`src/rtl/mips_pkg.sv`:
```
// Shared encodings for the multi-cycle MIPS controller: opcodes, functs,
// ALU control codes, FSM state codes, datapath select encodings and the control bundle.
package mips_pkg;

    localparam logic [5:0] OP_RTYPE = 6'h00;
    localparam logic [5:0] OP_J     = 6'h02;
    localparam logic [5:0] OP_JAL   = 6'h03;
    localparam logic [5:0] OP_BEQ   = 6'h04;
    localparam logic [5:0] OP_ADDI  = 6'h08;
    localparam logic [5:0] OP_LW    = 6'h23;
    localparam logic [5:0] OP_SW    = 6'h2B;

    localparam logic [5:0] FN_ADD = 6'h20;
    localparam logic [5:0] FN_SUB = 6'h22;
    localparam logic [5:0] FN_AND = 6'h24;
    localparam logic [5:0] FN_OR  = 6'h25;
    localparam logic [5:0] FN_SLT = 6'h2A;

    localparam logic [3:0] ALU_AND = 4'b0000;
    localparam logic [3:0] ALU_OR  = 4'b0001;
    localparam logic [3:0] ALU_ADD = 4'b0010;
    localparam logic [3:0] ALU_SUB = 4'b0110;
    localparam logic [3:0] ALU_SLT = 4'b0111;

    localparam logic [3:0] S_FETCH    = 4'd0;
    localparam logic [3:0] S_DECODE   = 4'd1;
    localparam logic [3:0] S_MEMADR   = 4'd2;
    localparam logic [3:0] S_MEMRD    = 4'd3;
    localparam logic [3:0] S_MEMWB    = 4'd4;
    localparam logic [3:0] S_MEMWR    = 4'd5;
    localparam logic [3:0] S_RTYPE_EX = 4'd6;
    localparam logic [3:0] S_RTYPE_WB = 4'd7;
    localparam logic [3:0] S_BEQ      = 4'd8;
    localparam logic [3:0] S_ADDI_EX  = 4'd9;
    localparam logic [3:0] S_ADDI_WB  = 4'd10;
    localparam logic [3:0] S_JUMP     = 4'd11;
    localparam logic [3:0] S_JAL      = 4'd12;
    localparam logic [3:0] S_HALT     = 4'd13;

    localparam logic [1:0] RD_RT = 2'b00;
    localparam logic [1:0] RD_RD = 2'b01;
    localparam logic [1:0] RD_RA = 2'b10;

    localparam logic [1:0] M2R_ALUOUT = 2'b00;
    localparam logic [1:0] M2R_MDR    = 2'b01;
    localparam logic [1:0] M2R_PC     = 2'b10;

    localparam logic [1:0] SRCB_RT     = 2'b00;
    localparam logic [1:0] SRCB_FOUR   = 2'b01;
    localparam logic [1:0] SRCB_IMM    = 2'b10;
    localparam logic [1:0] SRCB_IMM_SH = 2'b11;

    localparam logic [1:0] PC_ALU    = 2'b00;
    localparam logic [1:0] PC_ALUOUT = 2'b01;
    localparam logic [1:0] PC_JUMP   = 2'b10;

    typedef struct packed {
        logic       mem_req;
        logic       mem_we;
        logic       iord;
        logic       ir_we;
        logic       pc_we;
        logic       rf_we;
        logic [1:0] reg_dst;
        logic [1:0] mem_to_reg;
        logic       alu_src_a;
        logic [1:0] alu_src_b;
        logic [3:0] alu_ctrl;
        logic [1:0] pc_src;
        logic       instr_done;
        logic       halted;
    } ctrl_t;

endpackage

```
`src/rtl/mips_alu_dec.sv`:
```
// R-type funct decoder: yields the ALU control code and flags functs outside the subset.
module mips_alu_dec
    import mips_pkg::*;
(
    input  logic [5:0] funct_i,
    output logic [3:0] alu_ctrl_o,
    output logic       valid_o
);

    always_comb begin
        alu_ctrl_o = ALU_ADD;
        valid_o    = 1'b1;
        case (funct_i)
            FN_ADD:  alu_ctrl_o = ALU_ADD;
            FN_SUB:  alu_ctrl_o = ALU_SUB;
            FN_AND:  alu_ctrl_o = ALU_AND;
            FN_OR:   alu_ctrl_o = ALU_OR;
            FN_SLT:  alu_ctrl_o = ALU_SLT;
            default: valid_o    = 1'b0;
        endcase
    end

endmodule

```
`src/rtl/mips_mc_ctrl.sv`:
```
// Multi-cycle MIPS control FSM with memory-stall watchdog.
// Define MIPS_PERF_CNT_EN to build the cycle/instruction performance counters.
module mips_mc_ctrl
    import mips_pkg::*;
#(
    parameter int unsigned MEM_WAIT_MAX = 0
)
(
    input  logic        clk,
    input  logic        rst,
    input  logic [5:0]  opcode,
    input  logic [5:0]  funct,
    input  logic        zero,
    input  logic        mem_rdy,
    output logic        mem_req,
    output logic        mem_we,
    output logic        iord,
    output logic        ir_we,
    output logic        pc_we,
    output logic        rf_we,
    output logic [1:0]  reg_dst,
    output logic [1:0]  mem_to_reg,
    output logic        alu_src_a,
    output logic [1:0]  alu_src_b,
    output logic [3:0]  alu_ctrl,
    output logic [1:0]  pc_src,
    output logic        instr_done,
    output logic        halted,
    output logic [3:0]  state,
    output logic [31:0] cycle_cnt,
    output logic [31:0] instr_cnt
);

    logic [3:0]  state_q, state_d;
    logic [31:0] wdog_q, wdog_d;
    logic        wdog_trip;
    logic        stall;
    logic [3:0]  dec_alu_ctrl;
    logic        dec_valid;
    ctrl_t       ctrl_c, ctrl;

    mips_alu_dec u_alu_dec (
        .funct_i    (funct),
        .alu_ctrl_o (dec_alu_ctrl),
        .valid_o    (dec_valid)
    );

    always_comb begin
        ctrl_c = '0;
        case (state_q)
            S_FETCH: begin
                ctrl_c.mem_req   = 1'b1;
                ctrl_c.alu_src_b = SRCB_FOUR;
                ctrl_c.alu_ctrl  = ALU_ADD;
                ctrl_c.pc_src    = PC_ALU;
                ctrl_c.ir_we     = mem_rdy;
                ctrl_c.pc_we     = mem_rdy;
            end
            S_DECODE: begin
                ctrl_c.alu_src_b = SRCB_IMM_SH;
                ctrl_c.alu_ctrl  = ALU_ADD;
            end
            S_MEMADR, S_ADDI_EX: begin
                ctrl_c.alu_src_a = 1'b1;
                ctrl_c.alu_src_b = SRCB_IMM;
                ctrl_c.alu_ctrl  = ALU_ADD;
            end
            S_MEMRD: begin
                ctrl_c.mem_req = 1'b1;
                ctrl_c.iord    = 1'b1;
            end
            S_MEMWB: begin
                ctrl_c.rf_we      = 1'b1;
                ctrl_c.reg_dst    = RD_RT;
                ctrl_c.mem_to_reg = M2R_MDR;
                ctrl_c.instr_done = 1'b1;
            end
            S_MEMWR: begin
                ctrl_c.mem_req    = 1'b1;
                ctrl_c.mem_we     = 1'b1;
                ctrl_c.iord       = 1'b1;
                ctrl_c.instr_done = mem_rdy;
            end
            S_RTYPE_EX: begin
                ctrl_c.alu_src_a = 1'b1;
                ctrl_c.alu_src_b = SRCB_RT;
                ctrl_c.alu_ctrl  = dec_alu_ctrl;
            end
            S_RTYPE_WB: begin
                ctrl_c.rf_we      = 1'b1;
                ctrl_c.reg_dst    = RD_RD;
                ctrl_c.mem_to_reg = M2R_ALUOUT;
                ctrl_c.instr_done = 1'b1;
            end
            S_BEQ: begin
                ctrl_c.alu_src_a  = 1'b1;
                ctrl_c.alu_src_b  = SRCB_RT;
                ctrl_c.alu_ctrl   = ALU_SUB;
                ctrl_c.pc_src     = PC_ALUOUT;
                ctrl_c.pc_we      = zero;
                ctrl_c.instr_done = 1'b1;
            end
            S_ADDI_WB: begin
                ctrl_c.rf_we      = 1'b1;
                ctrl_c.reg_dst    = RD_RT;
                ctrl_c.instr_done = 1'b1;
            end
            S_JUMP: begin
                ctrl_c.pc_src     = PC_JUMP;
                ctrl_c.pc_we      = 1'b1;
                ctrl_c.instr_done = 1'b1;
            end
            S_JAL: begin
                // PC already holds PC+4 here, so it is the link value written to $31
                ctrl_c.pc_src     = PC_JUMP;
                ctrl_c.pc_we      = 1'b1;
                ctrl_c.rf_we      = 1'b1;
                ctrl_c.reg_dst    = RD_RA;
                ctrl_c.mem_to_reg = M2R_PC;
                ctrl_c.instr_done = 1'b1;
            end
            S_HALT:  ctrl_c.halted = 1'b1;
            default: ;
        endcase
    end

    assign stall = ctrl_c.mem_req && !mem_rdy;

    always_comb begin
        wdog_d    = '0;
        wdog_trip = 1'b0;
        if (stall) begin
            wdog_d    = wdog_q + 32'd1;
            wdog_trip = (MEM_WAIT_MAX != 0) && (wdog_d == MEM_WAIT_MAX);
        end
    end

    always_comb begin
        state_d = state_q;
        case (state_q)
            S_FETCH:    if (mem_rdy) state_d = S_DECODE;
            S_DECODE: begin
                case (opcode)
                    OP_LW, OP_SW: state_d = S_MEMADR;
                    OP_RTYPE:     state_d = dec_valid ? S_RTYPE_EX : S_HALT;
                    OP_BEQ:       state_d = S_BEQ;
                    OP_ADDI:      state_d = S_ADDI_EX;
                    OP_J:         state_d = S_JUMP;
                    OP_JAL:       state_d = S_JAL;
                    default:      state_d = S_HALT;
                endcase
            end
            S_MEMADR:   state_d = (opcode == OP_SW) ? S_MEMWR : S_MEMRD;
            S_MEMRD:    if (mem_rdy) state_d = S_MEMWB;
            S_MEMWR:    if (mem_rdy) state_d = S_FETCH;
            S_RTYPE_EX: state_d = S_RTYPE_WB;
            S_ADDI_EX:  state_d = S_ADDI_WB;
            S_MEMWB, S_RTYPE_WB, S_BEQ, S_ADDI_WB, S_JUMP, S_JAL:
                        state_d = S_FETCH;
            S_HALT:     state_d = S_HALT;
            default:    state_d = S_HALT;
        endcase
        if (wdog_trip) state_d = S_HALT;
    end

    always_ff @(posedge clk) begin
        if (rst) begin
            state_q <= S_FETCH;
            wdog_q  <= '0;
        end else begin
            state_q <= state_d;
            wdog_q  <= wdog_d;
        end
    end

    // Reset blanks every control output; the debug state still shows the register
    assign ctrl       = rst ? '0 : ctrl_c;
    assign mem_req    = ctrl.mem_req;
    assign mem_we     = ctrl.mem_we;
    assign iord       = ctrl.iord;
    assign ir_we      = ctrl.ir_we;
    assign pc_we      = ctrl.pc_we;
    assign rf_we      = ctrl.rf_we;
    assign reg_dst    = ctrl.reg_dst;
    assign mem_to_reg = ctrl.mem_to_reg;
    assign alu_src_a  = ctrl.alu_src_a;
    assign alu_src_b  = ctrl.alu_src_b;
    assign alu_ctrl   = ctrl.alu_ctrl;
    assign pc_src     = ctrl.pc_src;
    assign instr_done = ctrl.instr_done;
    assign halted     = ctrl.halted;
    assign state      = state_q;

`ifdef MIPS_PERF_CNT_EN
    logic [31:0] cycle_cnt_q, instr_cnt_q;

    always_ff @(posedge clk) begin
        if (rst) begin
            cycle_cnt_q <= '0;
            instr_cnt_q <= '0;
        end else begin
            if (state_q != S_HALT) cycle_cnt_q <= cycle_cnt_q + 32'd1;
            if (ctrl_c.instr_done) instr_cnt_q <= instr_cnt_q + 32'd1;
        end
    end

    assign cycle_cnt = cycle_cnt_q;
    assign instr_cnt = instr_cnt_q;
`else
    assign cycle_cnt = '0;
    assign instr_cnt = '0;
`endif

endmodule

```
`config.mk`:
```
export PLATFORM = sky130hd
export DESIGN_NAME = mips_mc_ctrl
export DESIGN_NICKNAME = d
export VERILOG_FILES = /design/src/rtl/mips_pkg.sv /design/src/rtl/mips_alu_dec.sv /design/src/rtl/mips_mc_ctrl.sv
export SDC_FILE = /design/constraint.sdc
export NUM_CORES = 1
export LEC_CHECK = 0
export CAP_MARGIN = 20
export CORE_MARGIN = 4
export CORE_UTILIZATION = 37
export CTS_BUF_LIST = sky130_fd_sc_hd__clkbuf_4 sky130_fd_sc_hd__clkbuf_8
export DETAILED_ROUTE_END_ITERATION = 7
export PLACE_DENSITY = 0.92
export SETUP_SLACK_MARGIN = 0.5
export SLEW_MARGIN = 20
export SYNTH_ARGS = -nofsm -noshare
export SYNTH_HDL_FRONTEND = slang
export SYNTH_SLANG_ARGS = --single-unit
export TNS_END_PERCENT = 1
```
`constraint.sdc`:
```
create_clock -name clk -period 3.1 [get_ports clk]
set_input_delay 0.62 -clock clk [delete_from_list [all_inputs] [get_ports clk]]
set_output_delay 0.62 -clock clk [all_outputs]
set_load 0.02 [all_outputs]
```
Yosys cells after proc, flatten, opt, wreduce, memory -nomap -nowiden
Index checks and enable logic that the tools add are counted.
{"block": "classes", "n_mux": 22, "eq_ne": 27, "reduce_logical": 12}
{"op": "equality test 6 bit, second input constant", "count": 7}
{"op": "case mux 4 bit (8 select lines)", "count": 1}
{"op": "case mux 6 bit (5 select lines)", "count": 1}
{"op": "equality test 4 bit, second input constant", "count": 6}
{"op": "case mux 4 bit (6 select lines)", "count": 1}
{"op": "two-way mux 21 bit", "count": 1}
{"op": "equality test 4 x 3 -> 1 bit, second input constant", "count": 4}
{"op": "two-way mux 4 bit", "count": 4}
{"op": "equality test 6 x 2 -> 1 bit, second input constant", "count": 2}
{"op": "case mux 3 bit (4 select lines)", "count": 1}
{"op": "OR reduction 2 bit", "count": 5}
{"op": "case mux 3 bit (3 select lines)", "count": 1}
{"op": "equality test 4 x 2 -> 1 bit, second input constant", "count": 2}
{"op": "case mux 2 bit (2 select lines)", "count": 2}
{"op": "two-way mux 1 bit", "count": 7}
{"op": "equality test 6 x 3 -> 1 bit, second input constant", "count": 1}
{"op": "equality test 6 x 4 -> 1 bit, second input constant", "count": 1}
{"op": "logical NOT 6 bit", "count": 1}
{"op": "inequality test 2 bit, second input constant", "count": 3}
{"op": "OR reduction 6 bit", "count": 1}
{"op": "OR reduction 5 bit", "count": 1}
{"op": "equality test 4 x 1 -> 1 bit, second input constant", "count": 1}
{"op": "logical NOT 4 bit", "count": 1}
{"op": "OR reduction 4 bit", "count": 1}
{"op": "other kinds (5)", "count": 5}
{"block": "totals", "wordCells": 62, "reg_bits": 4, "output_inout_bits": 89}

Logic depth before layout (Yosys ltp)
Gate-level depths: netlist of run 1.
{"block": "depth", "depth_word": 6, "depth_mapped": 6, "ltp_nobuf": 4}

Cells and area by module
From an unflattened synthesis of run 1, not the netlist that was laid out.
{"block": "hier_totals", "hier_cells": 195, "area_unflattened_um2": 1400.1}
{"mod": "mips_mc_ctrl", "area_per_inst_um2": 1302.5, "seq_area_each_um2": 80.1, "cells_per_inst": 184, "n_inst": 1}
{"mod": "mips_alu_dec", "area_per_inst_um2": 97.6, "seq_area_each_um2": 0.0, "cells_per_inst": 11, "n_inst": 1}

Worst setup path after synthesis of run 1
No wires, ideal clock.
{"block": "synth_path", "kind": "input -> output", "from": "input port mem_rdy", "to": "output port instr_done", "stages": 4, "path_slack_ps": 313, "arrival_time_ps": 2167, "required_ps": 2480, "cell_sequence": "clkbuf_1 -> a21o_1 -> a21oi_1 -> a2111oi_0"}
{"block": "synth_between", "elab_chain_cells": 2}
{"element": "start, declared", "line_no": "mips_mc_ctrl.sv:14", "rtl": "input logic mem_rdy,"}
{"element": "case mux 1 bit (2 select lines)", "line_no": "mips_mc_ctrl.sv:50", "rtl": "case (state_q)"}
{"element": "two-way mux 21 bit", "line_no": "mips_mc_ctrl.sv:177", "rtl": "assign ctrl = rst ? '0 : ctrl_c;"}
{"element": "end, declared", "line_no": "mips_mc_ctrl.sv:27", "rtl": "output logic instr_done,"}
No other way between the ends.

Worst setup path after layout of run 1
{"block": "layout_path", "from": "input port funct[1]", "to": "output port alu_ctrl[2]"}
{"block": "layout_between", "elab_chain_cells": 4, "word_cells_on_any_way": 7, "cone_classes": "4 x eq/ne; 3 x mux"}
{"element": "start, declared", "line_no": "mips_mc_ctrl.sv:12", "rtl": "input logic [5:0] funct,"}
{"element": "equality test 6 bit", "line_no": "mips_alu_dec.sv:13", "rtl": "case (funct_i)"}
{"element": "case mux 3 bit (4 select lines) (*)", "line_no": "mips_alu_dec.sv:13"}
{"element": "case mux 6 bit (5 select lines) (*)", "line_no": "mips_mc_ctrl.sv:50"}
{"element": "two-way mux 21 bit (*)", "line_no": "mips_mc_ctrl.sv:177"}
{"element": "end, declared", "line_no": "mips_mc_ctrl.sv:25", "rtl": "output logic [3:0] alu_ctrl,"}
Every way passes the cells marked *; elsewhere a longest branch is shown, timed or not.

==> results of run 1 <==
## layer usage
layer  wire length, um  up-vias  global-route usage, %
li1                  -      643                      -
met1              1270      589                   16.7
met2              1650       89                   22.4
met3               390        2                   2.46
met4                19        0                   2.48
met5                 0        -                      0
## report_power, final
group          total [uW]  internal, uW  switching [uW]  leakage (uW)
clock                 113          83.1            29.9     0.0000216
combinational         840           348             493      0.000675
sequential            155          76.9            78.0     0.0000336
total                1110           508             601      0.000731
## cells by family after synthesis
group | Yosys count | synth area share (%)
AOI/OAI and AO/OA | 37 | 20.3
xor gates and xnor gates | 2 | 1.30
buffers and inverters | 83 | 42.8
DFF | 4 | 5.93
muxes | 3 | 2.31
other | 1 | 0.278
and+or+nand+nor | 68 | 27.1
## worst paths after layout
kind	startpoint	end	cells after the start
max	funct[1]	alu_ctrl[2]	6
min	state[3]	state[3]	2
max reg2reg	state[0]	state[2]	5
min reg2reg	state[3]	state[3]	2
## cells in the mapped netlist (all sizes together) (2+ instances only)
| master | number | share of area (%) |
|---|---|---|
| a211oi | 4 | 3.0 |
| a21o | 4 | 2.2 |
| a21oi | 9 | 3.3 |
| a311oi | 2 | 1.3 |
| a32oi | 2 | 1.3 |
| and3 | 3 | 1.4 |
| buf | 75 | 41 |
| clkbuf | 4 | 1.1 |
| dfxtp | 4 | 5.9 |
| inv | 4 | 1.1 |
| mux2i | 2 | 1.5 |
| nand2 | 9 | 2.5 |
| nand2b | 4 | 1.9 |
| nand3 | 4 | 1.5 |
| nand3b | 2 | 1.1 |
| nand4 | 3 | 1.4 |
| nor2 | 13 | 3.6 |
| nor2b | 5 | 2.3 |
| nor3 | 12 | 4.4 |
| nor3b | 3 | 1.7 |
| nor4 | 4 | 1.9 |
| o211ai | 2 | 1.1 |
| o31ai | 2 | 1.1 |
| or2 | 2 | 0.93 |
| or3b | 2 | 1.3 |
## stage by stage
step	hold slack (ns)	util (%)	total power (uW)	worst slack, ns	setup TNS (ns)
floorplan	0.836	-	777	0.573	0
global placement	0.811	45.7	977	0.0307	0
detailed placement	0.818	45.7	993	-0.0149	-0.0149
CTS	0.820	46.7	1100	0.327	0
global route	0.829	47.1	1200	0.259	0
finish	0.789	47.1	1110	0.318	0
## what timing repair did
item / 4_1_cts / 5_1_grt
gates cloned: 0 / 0
endpoints found under the setup margin: 20 / 19
resized for setup: 13 / 4
## cell type report
class,count,area (um2)
clock buffer,3,41.3
fill,348,1820
inverter,4,15.0
multi-input combinational,175,940
sequential,4,82.6
tap,46,57.6
timing repair buffer,50,485
## critical path, delay by kind of cell
kind	cells	cell delay [ns]
AO/OA/AOI/OAI	1	0.19
buffers and inverters	2	0.82
AND/OR/NAND/NOR	3	0.54
==> run_results.csv, run 1 <==
group,metric,value,unit
floorplan,die_h,68.4,um
layout,syn2layout_area_growth,20.0,%
synth,syn_area_per_cell,6.82,um2
clock_network,clk_latency,0.22,ns
sta,fin_crit_sh,89.7,%
worst_setup_path,crit_path_max_fanout,2,
clock_network,cts.sinks,4,
floorplan,initial_core_util,39.3,%
layout,final_common_cell,"conb_1",
floorplan,die_x,68.4,um
layout,finalNonFillerCells,282,
detailed_routing,drt_iter0_drc,64,
sta,hold_viol,0,
clock_network,clk_path_buf_depth,2,
worst_setup_path,crit_path_end_kind,"primary output",
synth,syn-cell-area,1350,um2
layout,nNetsFinal,254,
power_and_ir_drop,power.leakage,0.000731,uW
min_path,hp-class,"register to register",
floorplan,boundaryPins,105,
worst_setup_path,crit_slowest_cell,"clkdlybuf4s50_1",
synth,syn-instance-count,198,
clock_network,cts_tree,"done",
layout,mostFrequentLayoutCells,"conb_1 (65), clkdlybuf4s50_1 (30), nor2_1 (13)",
placement,dpl_cell_area,1570,um2
worst_setup_path,arrival,2.16,ns
clock_network,postCtsSetupBuffers,0,
sta,clock.fmax,359,MHz
global_routing,track_usage,13.0,%
worst_setup_path,cpPeakStageDelay,0.47,ns
detailed_routing,drc,0,
detailed_routing,via_count,1323,
layout,drive_gt1_share,9.75,%
global_routing,grt_max_degree,21,
sta,rsz0062_at_grt,"true",
clock_network,cts_max_level,1,
sta,period_needed,2.78,ns
global_routing,overflow,0,
placement,placed_cells,279,
worst_setup_path,rrSetupSlack,1.49,ns
placement,hpwl,2710,um
layout,finalInstanceArea,1620,um2
clock_network,clkTransAtPathRegs,0.04,ns
detailed_routing,wl_per_cell,11.8,um
detailed_routing,routed_wl,3330,um
synth,ys_seq_elements,4,
placement,gp_congestion,0.924,
global_routing,grt_first_pass_wirelength,4750,um
power_and_ir_drop,ir_drop,0.279,mV
synth,async_reset_ff_share,0,%
flow_run,cap_viol_max_count,0,
layout,diodes,0,
layout,largest_reg_flops,4,
sta,finClkSkew,0.00547,ns
worst_setup_path,crit_type,"input port to primary output",
floorplan,core,3440,um2
detailed_routing,avgViaCountPerCell,4.69,
floorplan,rows,21,
detailed_routing,drt-pass1-iter-count,4,
clock_network,cts_inserted_buffers,3,
clock_network,cts_hold_buffers,0,
global_routing,grt_pass1_vias,1045,
detailed_routing,antenna_left,0,
floorplan,die_area,4680,um2
sta,setup_viol,0,
synth,seq_area_frac_synth,5.93,%
synth,synthFlopType,"dfxtp_1",
worst_setup_path,cp.required,2.48,ns
worst_setup_path,worstPathCellList,"clkdlybuf4s50_1 > nor3b_1 > nand3_1 > o21a_1 > nor3_1 > clkdlybuf4s15_1",
power_and_ir_drop,p_per_area,683,nW/um2
placement,io_buffer_count,39,
synth,synth_edf_count,0,
synth,synth.distinct_cells,48,
run_status,status,"finished, final reports clean",
clock_network,root_buffer,"clkbuf_8",
global_routing,antenna_found_initial,0,
synth,yosys_warnings,0,
sta,slew_viol_final,0,
worst_setup_path,start_kind,"input port",
Note: power is estimated with default switching activity, not from simulation.
==> inputs of run 2 (changes only) <==
--- a/config.mk
+++ b/config.mk
@@ -5,13 +5,14 @@
 export SDC_FILE = /design/constraint.sdc
 export NUM_CORES = 1
 export LEC_CHECK = 0
+export ABC_AREA = 1
 export CAP_MARGIN = 20
 export CORE_MARGIN = 4
-export CORE_UTILIZATION = 37
+export CORE_UTILIZATION = 36
 export CTS_BUF_LIST = sky130_fd_sc_hd__clkbuf_4 sky130_fd_sc_hd__clkbuf_8
 export DETAILED_ROUTE_END_ITERATION = 7
-export PLACE_DENSITY = 0.92
-export SETUP_SLACK_MARGIN = 0.5
+export PLACE_DENSITY = 0.94
+export SETUP_SLACK_MARGIN = 0.1
 export SLEW_MARGIN = 20
 export SYNTH_ARGS = -nofsm -noshare
 export SYNTH_HDL_FRONTEND = slang
==> run 2 against run 1 <==
Effect of this change:
- synthesized cell count rose by 5.6%
- worst hold slack got worse by 0.055 ns
- highest routed layer is now met3
- clock skew fell by 0.0043 ns
- setup slack got worse by 0.18 ns
- die area fell by 6.4%
- utilization fell by 0.88 points
- design area fell by 10%
- sequential power fell by 30%
- sequential share of layout area rose by 0.40 points
- first-iteration DRC count rose by 19%
==> run_results.csv, run 2 <==
group,metric,value,unit
worst_setup_path,arrival,2.34,ns
synth,syn_area_per_cell,5.84,um2
layout,mostFrequentLayoutCells,"conb_1 (65), clkdlybuf4s50_1 (38), nand2_1 (27)",
synth,synth_most_common_cell,"buf_4",
power_and_ir_drop,p_switching,445,uW
sta,clock.fmax,338,MHz
detailed_routing,avgViaCountPerCell,4.12,
synth,syn-instance-count,209,
worst_setup_path,cpMostUsedCell,"clkdlybuf4s50_1",
worst_setup_path,crit_path_max_fanout,17,
floorplan,boundaryPins,105,
worst_setup_path,crit_slowest_cell,"clkdlybuf4s50_1",
sta,period_needed,2.96,ns
synth,synth.distinct_cells,25,
sta,slew_viol_final,0,
detailed_routing,drt-pass1-iter-count,4,
global_routing,grt_first_pass_wirelength,3870,um
worst_setup_path,ff2ff_path_depth,6,
placement,hpwl,2520,um
floorplan,die_x,66.2,um
clock_network,cts_tree,"done",
synth,ys_seq_elements,4,
synth,async_reset_ff_share,0,%
layout,finalInstanceArea,1460,um2
synth,yosys.area.top_type_share,40.0,%
power_and_ir_drop,sequentialPowerShare,13.8,%
worst_setup_path,cpPeakStageDelay,0.60,ns
synth,ys_top_cells_by_count,"buf_4 (65), nand2_1 (27), inv_1 (24), nor2_1 (24), nand3_1 (17)",
flow_run,cap_viol_max_count,0,
run_status,status,"finished, final reports clean",
sta,finClkSkew,0.00115,ns
synth,synthFlopType,"dfxtp_1",
power_and_ir_drop,p_int,338,uW
detailed_routing,via_count,1208,
detailed_routing,antenna_left,0,
synth,seq_area_frac_synth,6.56,%
floorplan,core,3150,um2
floorplan,die_h,66.2,um
clock_network,cts.sinks,4,
worst_setup_path,cp.required,2.48,ns
worst_setup_path,path_depth,5,
synth,syn-cell-area,1220,um2
clock_network,cts_max_level,1,
worst_setup_path,path_buf_inv,3,
worst_setup_path,crit_type,"input port to primary output",
clock_network,clk_latency,0.23,ns
synth,yosysTopAreaCell,"buf_4",
synth,synth_edf_count,0,
layout,drive_gt1_share,7.23,%
worst_setup_path,path_delay_family,"buffers and inverters",
sta,fin_crit_sh,95.4,%
power_and_ir_drop,p_clk_share,7.7,%
layout,largest_reg_flops,4,
layout,syn2layout_area_growth,19.5,%
floorplan,die_area,4380,um2
power_and_ir_drop,p_comb_share,78.5,%
global_routing,grt_pass1_vias,955,
global_routing,grt_max_degree,18,
placement,dpl_cell_area,1430,um2
power_and_ir_drop,power.leakage,0.000793,uW
worst_setup_path,crit_path_end_kind,"primary output",
synth,yosys_warnings,0,
layout,final_common_cell,"conb_1",
placement,gp_congestion,0.906,
clock_network,root_buffer,"clkbuf_4",
clock_network,cts_inserted_buffers,3,
floorplan,rows,20,
global_routing,track_usage,10.7,%
detailed_routing,drt_iter0_drc,76,
floorplan,initial_core_util,38.7,%
layout,nNetsFinal,267,
global_routing,antenna_found_initial,0,
detailed_routing,drc,0,
placement,io_buffer_count,39,
layout,diodes,0,
min_path,hp-class,"register to register",
synth,ys_top_cells_by_area,"buf_4 (40%), nand2_1 (8.3%), inv_1 (7.4%), nor2_1 (7.4%), nand3_1 (7.0%)",
sta,hold_viol,0,
power_and_ir_drop,p_per_area,537,nW/um2
min_path,hold_depth,3,
detailed_routing,routed_wl,2820,um
clock_network,clk_path_buf_depth,2,
global_routing,overflow,0,
detailed_routing,wl_per_cell,9.61,um
power_and_ir_drop,ir_drop,0.168,mV
worst_setup_path,worstPathCellList,"clkdlybuf4s50_1 > buf_12 > nor3_1 > a211o_1 > clkdlybuf4s50_1",
worst_setup_path,start_kind,"input port",
layout,fill_cells,339,
sta,setup_viol,0,
sta,rsz0062_at_grt,"true",
power_and_ir_drop,p_sw_share,56.8,%
sta,tns,0,ns
clock_network,clkTransAtPathRegs,0.03,ns
-- run 2: cell types whose count changed after synthesis, sizes merged, moves of 5 or more --
cell	before	now
nor3	12	6
buf	75	66
nand3	4	17
inv	4	28
nand2	9	27
nor2b	5	0
nor2	13	32
-- run 2: path summary, 6_finish.rpt --
kind,slack [ns],start,endpoint
hold reg to reg,0.73,state[0],state[0]
hold / removal,0.73,state[0],state[0]
setup reg to reg,1.76,state[1],state[2]
setup / recovery,0.14,rst,pc_we
-- run 2: cell type report --
type	instances	area, um2	share of cell area [%]
multi-input combinational	174	782	53.6
tap	44	55.1	3.78
timing repair buffer	40	413	28.3
sequential	4	80.1	5.49
inverter	28	105	7.21
clock buffer	3	22.5	1.55
-- run 2: metrics by stage --
step	setup WS, ns	util, %	std cells	power [uW]	hold WS [ns]
after floorplan	0.788	-	273	568	0.752
after global placement	0.119	45.4	290	707	0.716
after detailed placement	0.0635	45.4	290	719	0.727
after CTS	0.132	46.2	293	784	0.742
after global routing	0.0987	46.2	293	842	0.819
final	0.142	46.2	293	783	0.733
-- run 2: power groups by stage --
stage | clock, uW | combinational, uW | sequential (uW)
3_3_place_gp | 0 | 600 | 107
4_1_cts | 63.8 | 613 | 107
2_1_floorplan | 0 | 444 | 124
6_report | 60.4 | 614 | 108
5_1_grt | 66.3 | 665 | 111
3_5_place_dp | 0 | 611 | 108
-- run 2: worst register-to-register path, cell delays in order (launching register included) --
cell	delay, ns
dfxtp_1	0.47
nand2_1	0.09
inv_1	0.12
nand2_1	0.13
a31oi_1	0.25
nor2_1	0.07
a31oi_1	0.13
-- run 2: timing repair --
action | in CTS | in global routing
pin swaps | 0 | 0
hold buffers | 0 | 0
endpoints found under the hold margin | 0 | 0
resized for setup | 1 | 1
buffers inserted | 0 | 0
setup endpoints to repair | 1 | 2
-- run 2: kinds of logic after synthesis --
| group | synth area share (%) |
|---|---|
| flip-flops | 6.56 |
| other | 0.307 |
| AO/OA/AOI/OAI | 10.8 |
| buffers and inverters | 49.2 |
| AND/OR/NAND/NOR | 33.1 |
-- run 2: per-layer routing --
metal | up-vias | GRT usage (%) | share of wire [%]
li1 | 613 | - | -
met1 | 522 | 12.8 | 39
met2 | 73 | 19.7 | 49
met3 | 0 | 1.19 | 12
met4 | 0 | 3.05 | 0
met5 | - | 0 | 0
